--- src/rtl/mem_pkg.sv ---
// Shared definitions for the memory-stage access unit.
// Holds the req_type codes, the sequencer state encoding and a helper that
// maps an access type to its size in bytes.
package mem_pkg;

  typedef enum logic [2:0] {
    RT_WORD  = 3'b000,
    RT_HALF  = 3'b001,
    RT_BYTE  = 3'b010,
    RT_UHALF = 3'b011,
    RT_UBYTE = 3'b100,
    RT_DWORD = 3'b101
  } req_type_e;

  typedef enum logic [1:0] {
    S_IDLE,
    S_BEAT0,
    S_BEAT1,
    S_RESP
  } state_e;

  // Access size in bytes; 0 marks an undefined type code (110, 111).
  function automatic logic [3:0] size_of(input logic [2:0] t);
    case (t)
      RT_WORD:            return 4'd4;
      RT_HALF, RT_UHALF:  return 4'd2;
      RT_BYTE, RT_UBYTE:  return 4'd1;
      RT_DWORD:           return 4'd8;
      default:            return 4'd0;
    endcase
  endfunction

endpackage

--- src/rtl/mem_access_unit_if.sv ---
// Data-memory bus between the access unit (master) and the memory (slave).
//   m_req/m_we/m_addr/m_byteen/m_wdata : request, driven by the master
//   m_ack/m_rdata                       : beat accept and read data, from the slave
interface mem_access_unit_if #(
  parameter int DATA_W = 32,
  parameter int ADDR_W = 32
);
  logic                  m_req;
  logic                  m_we;
  logic [ADDR_W-1:0]     m_addr;
  logic [DATA_W/8-1:0]   m_byteen;
  logic [DATA_W-1:0]     m_wdata;
  logic                  m_ack;
  logic [DATA_W-1:0]     m_rdata;

  modport master (
    output m_req, m_we, m_addr, m_byteen, m_wdata,
    input  m_ack, m_rdata
  );

  modport slave (
    input  m_req, m_we, m_addr, m_byteen, m_wdata,
    output m_ack, m_rdata
  );
endinterface

--- src/rtl/mem_lane_align.sv ---
// Combinational lane steering for the access unit.
//   offset, size, beat : byte offset inside a bus word, access size, beat index
//   wdata              : right-aligned store data
//   rtype              : access type, selects load extension
//   rbuf               : both captured read beats, beat 0 in the low half
//   byteen, lane_wdata : lane enables and lane-shifted store data for this beat
//   load_data          : extracted and extended load result
module mem_lane_align
  import mem_pkg::*;
#(
  parameter int DATA_W = 32
) (
  input  logic [$clog2(DATA_W/8)-1:0] offset,
  input  logic [3:0]                  size,
  input  logic                        beat,
  input  logic [DATA_W-1:0]           wdata,
  input  logic [2:0]                  rtype,
  input  logic [2*DATA_W-1:0]         rbuf,
  output logic [DATA_W/8-1:0]         byteen,
  output logic [DATA_W-1:0]           lane_wdata,
  output logic [DATA_W-1:0]           load_data
);
  localparam int B = DATA_W / 8;

  // The access is laid out over two consecutive bus words; beat 0 drives the
  // lower word and beat 1 the upper one.
  logic [2*B-1:0]      wide_en;
  logic [2*DATA_W-1:0] wide_data;
  logic [2*DATA_W-1:0] shifted;

  always_comb begin
    // NOTE: every output and temporary gets a default first so no path infers a latch.
    wide_en    = '0;
    wide_data  = {{DATA_W{1'b0}}, wdata} << {offset, 3'b000};
    byteen     = '0;
    lane_wdata = '0;
    load_data  = '0;

    for (int i = 0; i < 2 * B; i++) begin
      wide_en[i] = (i >= int'(offset)) && (i < int'(offset) + int'(size));
      if (!wide_en[i]) wide_data[8*i +: 8] = 8'h00;
    end

    if (beat) begin
      byteen     = wide_en[2*B-1:B];
      lane_wdata = wide_data[2*DATA_W-1:DATA_W];
    end else begin
      byteen     = wide_en[B-1:0];
      lane_wdata = wide_data[DATA_W-1:0];
    end

    // The captured beats form one little-endian byte string, so the load
    // value always starts at byte 'offset' of the buffer.
    shifted = rbuf >> {offset, 3'b000};
    case (rtype)
      RT_BYTE:  load_data = DATA_W'($signed(shifted[7:0]));
      RT_UBYTE: load_data = DATA_W'(shifted[7:0]);
      RT_HALF:  load_data = DATA_W'($signed(shifted[15:0]));
      RT_UHALF: load_data = DATA_W'(shifted[15:0]);
      RT_WORD:  load_data = DATA_W'($signed(shifted[31:0]));  // MIPS64 lw sign-extends
      RT_DWORD: load_data = shifted[DATA_W-1:0];
      default:  load_data = '0;
    endcase
  end
endmodule

--- src/rtl/mem_access_unit.sv ---
// Memory-stage access sequencer. Accepts one load/store from the M-stage,
// runs one or two aligned beats on the data-memory bus and returns a
// one-cycle response, holding the pipeline through 'stall' meanwhile.
//   clk, reset                    : clock, synchronous active-high reset
//   req_*                         : M-stage request, held until resp_valid
//   req_ready, stall              : idle indication, pipeline freeze
//   resp_valid/resp_rdata/resp_err: completion pulse, load data, error flag
//   bus                           : data-memory bus, master side
module mem_access_unit
  import mem_pkg::*;
#(
  parameter int DATA_W         = 32,
  parameter int ADDR_W         = 32,
  parameter int MISALIGN_SPLIT = 1
) (
  input  logic              clk,
  input  logic              reset,
  input  logic              req_valid,
  input  logic              req_write,
  input  logic [2:0]        req_type,
  input  logic [ADDR_W-1:0] req_addr,
  input  logic [DATA_W-1:0] req_wdata,
  output logic              req_ready,
  output logic              stall,
  output logic              resp_valid,
  output logic [DATA_W-1:0] resp_rdata,
  output logic              resp_err,
  mem_access_unit_if.master bus
);
  localparam int B     = DATA_W / 8;
  localparam int OFF_W = $clog2(B);

  state_e              state, state_nx;
  logic [2:0]          type_q;
  logic [ADDR_W-1:0]   addr_q;
  logic                write_q, split_q, err_q;
  logic [DATA_W-1:0]   wdata_q;
  logic [2*DATA_W-1:0] rbuf;

  // Decode of the incoming request, used only on the accept edge.
  logic [OFF_W-1:0] off_in;
  logic [3:0]       size_in;
  logic             illegal_in, misalign_in, bad_in, split_in;

  always_comb begin
    off_in      = req_addr[OFF_W-1:0];
    size_in     = size_of(req_type);
    // Wider-than-bus sizes cover DWORD on a 32-bit datapath.
    illegal_in  = (size_in == 4'd0) || (size_in > 4'(B));
    misalign_in = (int'(off_in) & (int'(size_in) - 1)) != 0;
    bad_in      = illegal_in || (MISALIGN_SPLIT == 0 && misalign_in);
    split_in    = (int'(off_in) + int'(size_in)) > B;
  end

  logic [ADDR_W-1:0]   base_addr;
  logic [B-1:0]        lane_en;
  logic [DATA_W-1:0]   lane_wdata, load_data;

  assign base_addr = {addr_q[ADDR_W-1:OFF_W], {OFF_W{1'b0}}};

  mem_lane_align #(.DATA_W(DATA_W)) u_align (
    .offset     (addr_q[OFF_W-1:0]),
    .size       (size_of(type_q)),
    .beat       (state == S_BEAT1),
    .wdata      (wdata_q),
    .rtype      (type_q),
    .rbuf       (rbuf),
    .byteen     (lane_en),
    .lane_wdata (lane_wdata),
    .load_data  (load_data)
  );

  // NOTE: sequential state uses non-blocking assignments so every register
  // samples the pre-edge values regardless of statement order.
  always_ff @(posedge clk) begin
    if (reset) state <= S_IDLE;
    else       state <= state_nx;
  end

  always_ff @(posedge clk) begin
    if (reset) begin
      // NOTE: the read buffer is cleared as well; it is a plain register
      // array, not a RAM, so resetting it costs nothing in inference.
      type_q  <= '0;
      addr_q  <= '0;
      write_q <= 1'b0;
      wdata_q <= '0;
      split_q <= 1'b0;
      err_q   <= 1'b0;
      rbuf    <= '0;
    end else begin
      if (state == S_IDLE && req_valid) begin
        type_q  <= req_type;
        addr_q  <= req_addr;
        write_q <= req_write;
        wdata_q <= req_wdata;
        split_q <= split_in && !bad_in;
        err_q   <= bad_in;
      end
      if (state == S_BEAT0 && bus.m_ack) rbuf[DATA_W-1:0]        <= bus.m_rdata;
      if (state == S_BEAT1 && bus.m_ack) rbuf[2*DATA_W-1:DATA_W] <= bus.m_rdata;
    end
  end

  always_comb begin
    state_nx     = state;
    req_ready    = 1'b0;
    resp_valid   = 1'b0;
    resp_err     = 1'b0;
    resp_rdata   = '0;
    bus.m_req    = 1'b0;
    bus.m_we     = 1'b0;
    bus.m_addr   = '0;
    bus.m_byteen = '0;
    bus.m_wdata  = '0;

    unique case (state)
      S_IDLE: begin
        req_ready = 1'b1;
        if (req_valid) state_nx = bad_in ? S_RESP : S_BEAT0;
      end
      S_BEAT0, S_BEAT1: begin
        // Everything here comes from registers, so it holds while m_ack is low.
        bus.m_req    = 1'b1;
        bus.m_we     = write_q;
        bus.m_addr   = (state == S_BEAT1) ? base_addr + ADDR_W'(B) : base_addr;
        bus.m_byteen = lane_en;
        bus.m_wdata  = write_q ? lane_wdata : '0;
        if (bus.m_ack) state_nx = (state == S_BEAT0 && split_q) ? S_BEAT1 : S_RESP;
      end
      S_RESP: begin
        resp_valid = 1'b1;
        resp_err   = err_q;
        resp_rdata = (err_q || write_q) ? '0 : load_data;
        state_nx   = S_IDLE;
      end
      default: state_nx = S_IDLE;
    endcase
  end

  assign stall = req_valid && !resp_valid;

endmodule

--- src/flat_wrapper.sv ---
// flat-port wrapper written by rule: the top's interface ports become plain ports
module mem_access_unit_flat import mem_pkg::*;
#(
  parameter int DATA_W         = 32,
  parameter int ADDR_W         = 32,
  parameter int MISALIGN_SPLIT = 1
)
  (clk, reset, req_valid, req_write, req_type, req_addr, req_wdata, req_ready, stall, resp_valid, resp_rdata, resp_err, bus_m_req, bus_m_we, bus_m_addr, bus_m_byteen, bus_m_wdata, bus_m_ack, bus_m_rdata);
  mem_access_unit_if #(.DATA_W(DATA_W), .ADDR_W(ADDR_W)) bus_i ();
  input  logic clk;
  input  logic reset;
  input  logic req_valid;
  input  logic req_write;
  input  logic [2:0] req_type;
  input  logic [ADDR_W-1:0] req_addr;
  input  logic [DATA_W-1:0] req_wdata;
  output logic req_ready;
  output logic stall;
  output logic resp_valid;
  output logic [DATA_W-1:0] resp_rdata;
  output logic resp_err;
  output wire logic [$bits(bus_i.m_req)-1:0] bus_m_req;
  output wire logic [$bits(bus_i.m_we)-1:0] bus_m_we;
  output wire logic [$bits(bus_i.m_addr)-1:0] bus_m_addr;
  output wire logic [$bits(bus_i.m_byteen)-1:0] bus_m_byteen;
  output wire logic [$bits(bus_i.m_wdata)-1:0] bus_m_wdata;
  input wire logic [$bits(bus_i.m_ack)-1:0] bus_m_ack;
  input wire logic [$bits(bus_i.m_rdata)-1:0] bus_m_rdata;
  assign bus_m_req = bus_i.m_req;
  assign bus_m_we = bus_i.m_we;
  assign bus_m_addr = bus_i.m_addr;
  assign bus_m_byteen = bus_i.m_byteen;
  assign bus_m_wdata = bus_i.m_wdata;
  assign bus_i.m_ack = bus_m_ack;
  assign bus_i.m_rdata = bus_m_rdata;
  mem_access_unit #(.DATA_W(DATA_W), .ADDR_W(ADDR_W), .MISALIGN_SPLIT(MISALIGN_SPLIT)) u_core (.clk(clk), .reset(reset), .req_valid(req_valid), .req_write(req_write), .req_type(req_type), .req_addr(req_addr), .req_wdata(req_wdata), .req_ready(req_ready), .stall(stall), .resp_valid(resp_valid), .resp_rdata(resp_rdata), .resp_err(resp_err), .bus(bus_i));
endmodule
--- config.mk ---
export PLATFORM = sky130hd
export DESIGN_NAME = mem_access_unit_flat
export DESIGN_NICKNAME = d
export VERILOG_FILES = /design/src/rtl/mem_pkg.sv /design/src/rtl/mem_access_unit_if.sv /design/src/rtl/mem_lane_align.sv /design/src/rtl/mem_access_unit.sv /design/src/flat_wrapper.sv
export SDC_FILE = /design/constraint.sdc
export NUM_CORES = 1
export LEC_CHECK = 0
export CORE_AREA = 2 2 146 148
export DETAILED_ROUTE_END_ITERATION = 12
export DIE_AREA = 0 0 148 150
export PLACE_DENSITY = 0.66
export SYNTH_ARGS = -nofsm -noshare
export SYNTH_HDL_FRONTEND = slang
export SYNTH_SLANG_ARGS = --single-unit
--- constraint.sdc ---
create_clock -name clk -period 3.2 [get_ports clk]
set_input_delay 0.32 -clock clk [delete_from_list [all_inputs] [get_ports clk]]
set_output_delay 0.32 -clock clk [all_outputs]
set_load 0.02 [all_outputs]
==> results.toml <==
[synth]
ys_seq_area_frac = 0.321
mappedNetlistArea_um2 = 7970
number_of_distinct_library_cells_after_synthesis = 57
synth_top_flop_cell = "sky130_fd_sc_hd__dfxtp_1"
post_synth.cell_area_avg_um2 = 7.55
ys.warnings.count = 0
ys_ff_latch = 128
synth_async_sr_flop_share = 0
synth-edff-count = 0
synthCells = 1056

[setup_path]
critPathMaxFanout = 22
critPathArrivalTime_ns = 2.79
timing.critical_path.to_type = "output pin"
critical_path.startpoint_type = "register"
critical_path_required_ns = 2.88
criticalPathCategory = "register to output pin"

[cts]
path_clk_slew_ns = 0.06
hold_buffers = 0
htree_num_levels = 4
clock_tree_from_tritoncts = "yes"
cts_inserted_buffers = 17
cts_root_buf = "sky130_fd_sc_hd__clkbuf_16"
clkLatencyLatePin_ns = 0.42
numClockSinks = 128
cts-root-to-sink-buffers = 2

[placed_design]
place.port_buffers = 207
hpwl_um = 18500
place_congestion = 0.847
dp_worst_setup_slack_ns = 0.0686

[timing]
tightest_slew_ns = 0.923
skew_final_ns = 0.00681
unrepaired_setup_endpoints_after_global_routing = "true"
final_critical_path_setup_slack_ns = 0.0904
fin_worst_hold_slack_ns = 0.442
fin_max_slew_vios = 0
finalCritPeriodShare = 0.972
finalWorstPathRequiredPeriod_ns = 3.11
timing.slew.headroom = 0.383
setup_tns_final_ns = 0
max_fclk_mhz = 322
finalHoldViolCount = 0
finalSetupViolCount = 0

[floorplan]
core_region_area_um2 = 20700
die_y_um = 150
floorplan.io_pins = 210
std_cell_rows = 53
initial_utilization = 0.385
die_area_um2 = 22200
die_width_um = 148

[grt]
grt_antenna_before_repair = 1
grt_max_degree = 72
grt_pass1_wl_um = 41800
overflow = 0
first_global_vias = 7919
grt.total_usage = 0.236

[routing]
wirelength_um = 26200
drt-wirelength-per-cell_um = 17.0
routed_antenna_nets = 0
post-route-drc-count = 0
detail_route.iter0.violations = 544
drt-pass1-iter-count = 5
vias = 8266
route.detailed.vias_per_inst = 5.39

[cells_and_area]
fraction_of_layout_cells_with_a_size_suffix_above_1 = 0.149
layout-area-overhead-vs-synth_pct = 38.0
layout.nets = 1362
most_common_library_cell_in_the_layout_ignoring_fill_and_taps = "sky130_fd_sc_hd__nand2_1"
most-common-layout-cells = "sky130_fd_sc_hd__nand2_1 (302), sky130_fd_sc_hd__a21oi_1 (177), sky130_fd_sc_hd__clkdlybuf4s50_1 (135)"
layout.filler_cells = 2026

[flow_run]
max_cap_violations = 0

[run_status]
outcome = "finished, final reports clean"

[power]
power.density_cell_area_nw_per_um2 = 630
cellLeakagePower_nw = 4.11
power_total_mw = 6.93
peakVddDrop_mv = 0.391

[min_path]
hold_path_class = "primary input to register"
stage by stage:
step,utilization,cell area (um2),std cells
final,0.532,11000,1535
after global routing,0.532,11000,1534
after CTS,0.529,10900,1527
after detailed placement,0.504,10400,1495
after global placement,0.504,10400,1495
after floorplan,-,7980,1057
final timing paths:
path | start | end | slack, ns | cells past startpoint
setup reg to reg | u_core.state[1] | u_core.addr_q[27] | 1.15 | 6
setup / recovery | u_core.addr_q[0] | resp_rdata[18] | 0.09 | 6
hold / removal | req_wdata[22] | u_core.wdata_q[22] | 0.44 | 3
hold reg to reg | u_core.rbuf[2] | u_core.rbuf[2] | 0.45 | 2
layer usage:
layer	vias up	routed length, um	GRT usage	part of all wire
li1	4060	-	-	-
met1	3916	11400	0.308	0.44
met2	256	12500	0.382	0.48
met3	34	1670	0.0604	0.064
met4	0	626	0.0776	0.024
met5	-	0	0	0
timing repair:
item                       CTS  global route
cloned                       0             1
setup endpoints to repair   67            66
buffers inserted             0             6
gates resized for setup     98           102
pin swaps                    0             3
flip-flops by register name, indices dropped and copies added (netlist names):
name / cells
u_core.type_q: 3
u_core.wdata_q: 32
u_core.rbuf: 56
u_core.addr_q: 32
u_core.split_q: 1
u_core.write_q: 1
u_core.err_q: 1
u_core.state: 2
power by group:
part	switching [mW]	internal, mW	leakage [nW]
clock network	0.825	1.10	0.279
logic	1.69	1.21	2.79
registers	0.268	1.85	1.04
total	2.78	4.15	4.11
synth_stat cells, drive strengths merged, types with 4 or more instances:
| cell | count | area, um2 |
|---|---|---|
| a21oi | 179 | 896 |
| or4 | 10 | 82.6 |
| buf | 18 | 92.6 |
| mux2i | 32 | 320 |
| mux4 | 36 | 811 |
| ha | 10 | 125 |
| nand4b | 10 | 87.6 |
| nor3b | 8 | 60.1 |
| nor2b | 18 | 113 |
| inv | 17 | 63.8 |
| nand2b | 15 | 93.8 |
| nand4 | 9 | 92.6 |
| nor2 | 53 | 199 |
| and2 | 4 | 25.0 |
| clkbuf | 68 | 255 |
| o31ai | 9 | 67.6 |
| o21ai | 24 | 120 |
| xor2 | 5 | 43.8 |
| dfxtp | 128 | 2560 |
| nor4 | 4 | 31.3 |
| nand2 | 303 | 1140 |
| or3 | 8 | 50.1 |
| o22ai | 8 | 50.1 |
| nor3 | 8 | 40.0 |
| o211ai | 9 | 67.6 |
| xnor2 | 8 | 70.1 |
| and3 | 4 | 25.0 |
| nand3 | 16 | 80.1 |
worst max-delay path: stages, from the launching register on:
cell	delay, ns
sky130_fd_sc_hd__dfxtp_4	0.36
sky130_fd_sc_hd__buf_8	0.17
sky130_fd_sc_hd__or4b_2	0.64
sky130_fd_sc_hd__a31o_2	0.27
sky130_fd_sc_hd__buf_12	0.15
sky130_fd_sc_hd__a21oi_1	0.13
sky130_fd_sc_hd__clkdlybuf4s50_1	0.64
cell type report:
class / instances / area (um2) / area share
multi-input cells: 825 / 5080 / 0.462
well taps: 275 / 344 / 0.0313
diodes: 1 / 2.50 / 0.000227
repair buffers: 256 / 2360 / 0.215
clock buffers: 17 / 425 / 0.0387
flip-flops and latches: 128 / 2570 / 0.233
clock inverters: 15 / 151 / 0.0138
inverters: 18 / 67.6 / 0.00614
cells by family after synthesis:
logic type | Yosys count | synth area share
AOI/OAI and AO/OA | 249 | 0.171
muxes | 70 | 0.145
and+or+nand+nor | 479 | 0.275
buffers and inverters | 104 | 0.0521
other | 1 | 0.000470
xor gates and xnor gates | 13 | 0.0143
DFF | 128 | 0.321
adders and majority gates | 12 | 0.0207
Power figures use the tool's default switching activity.
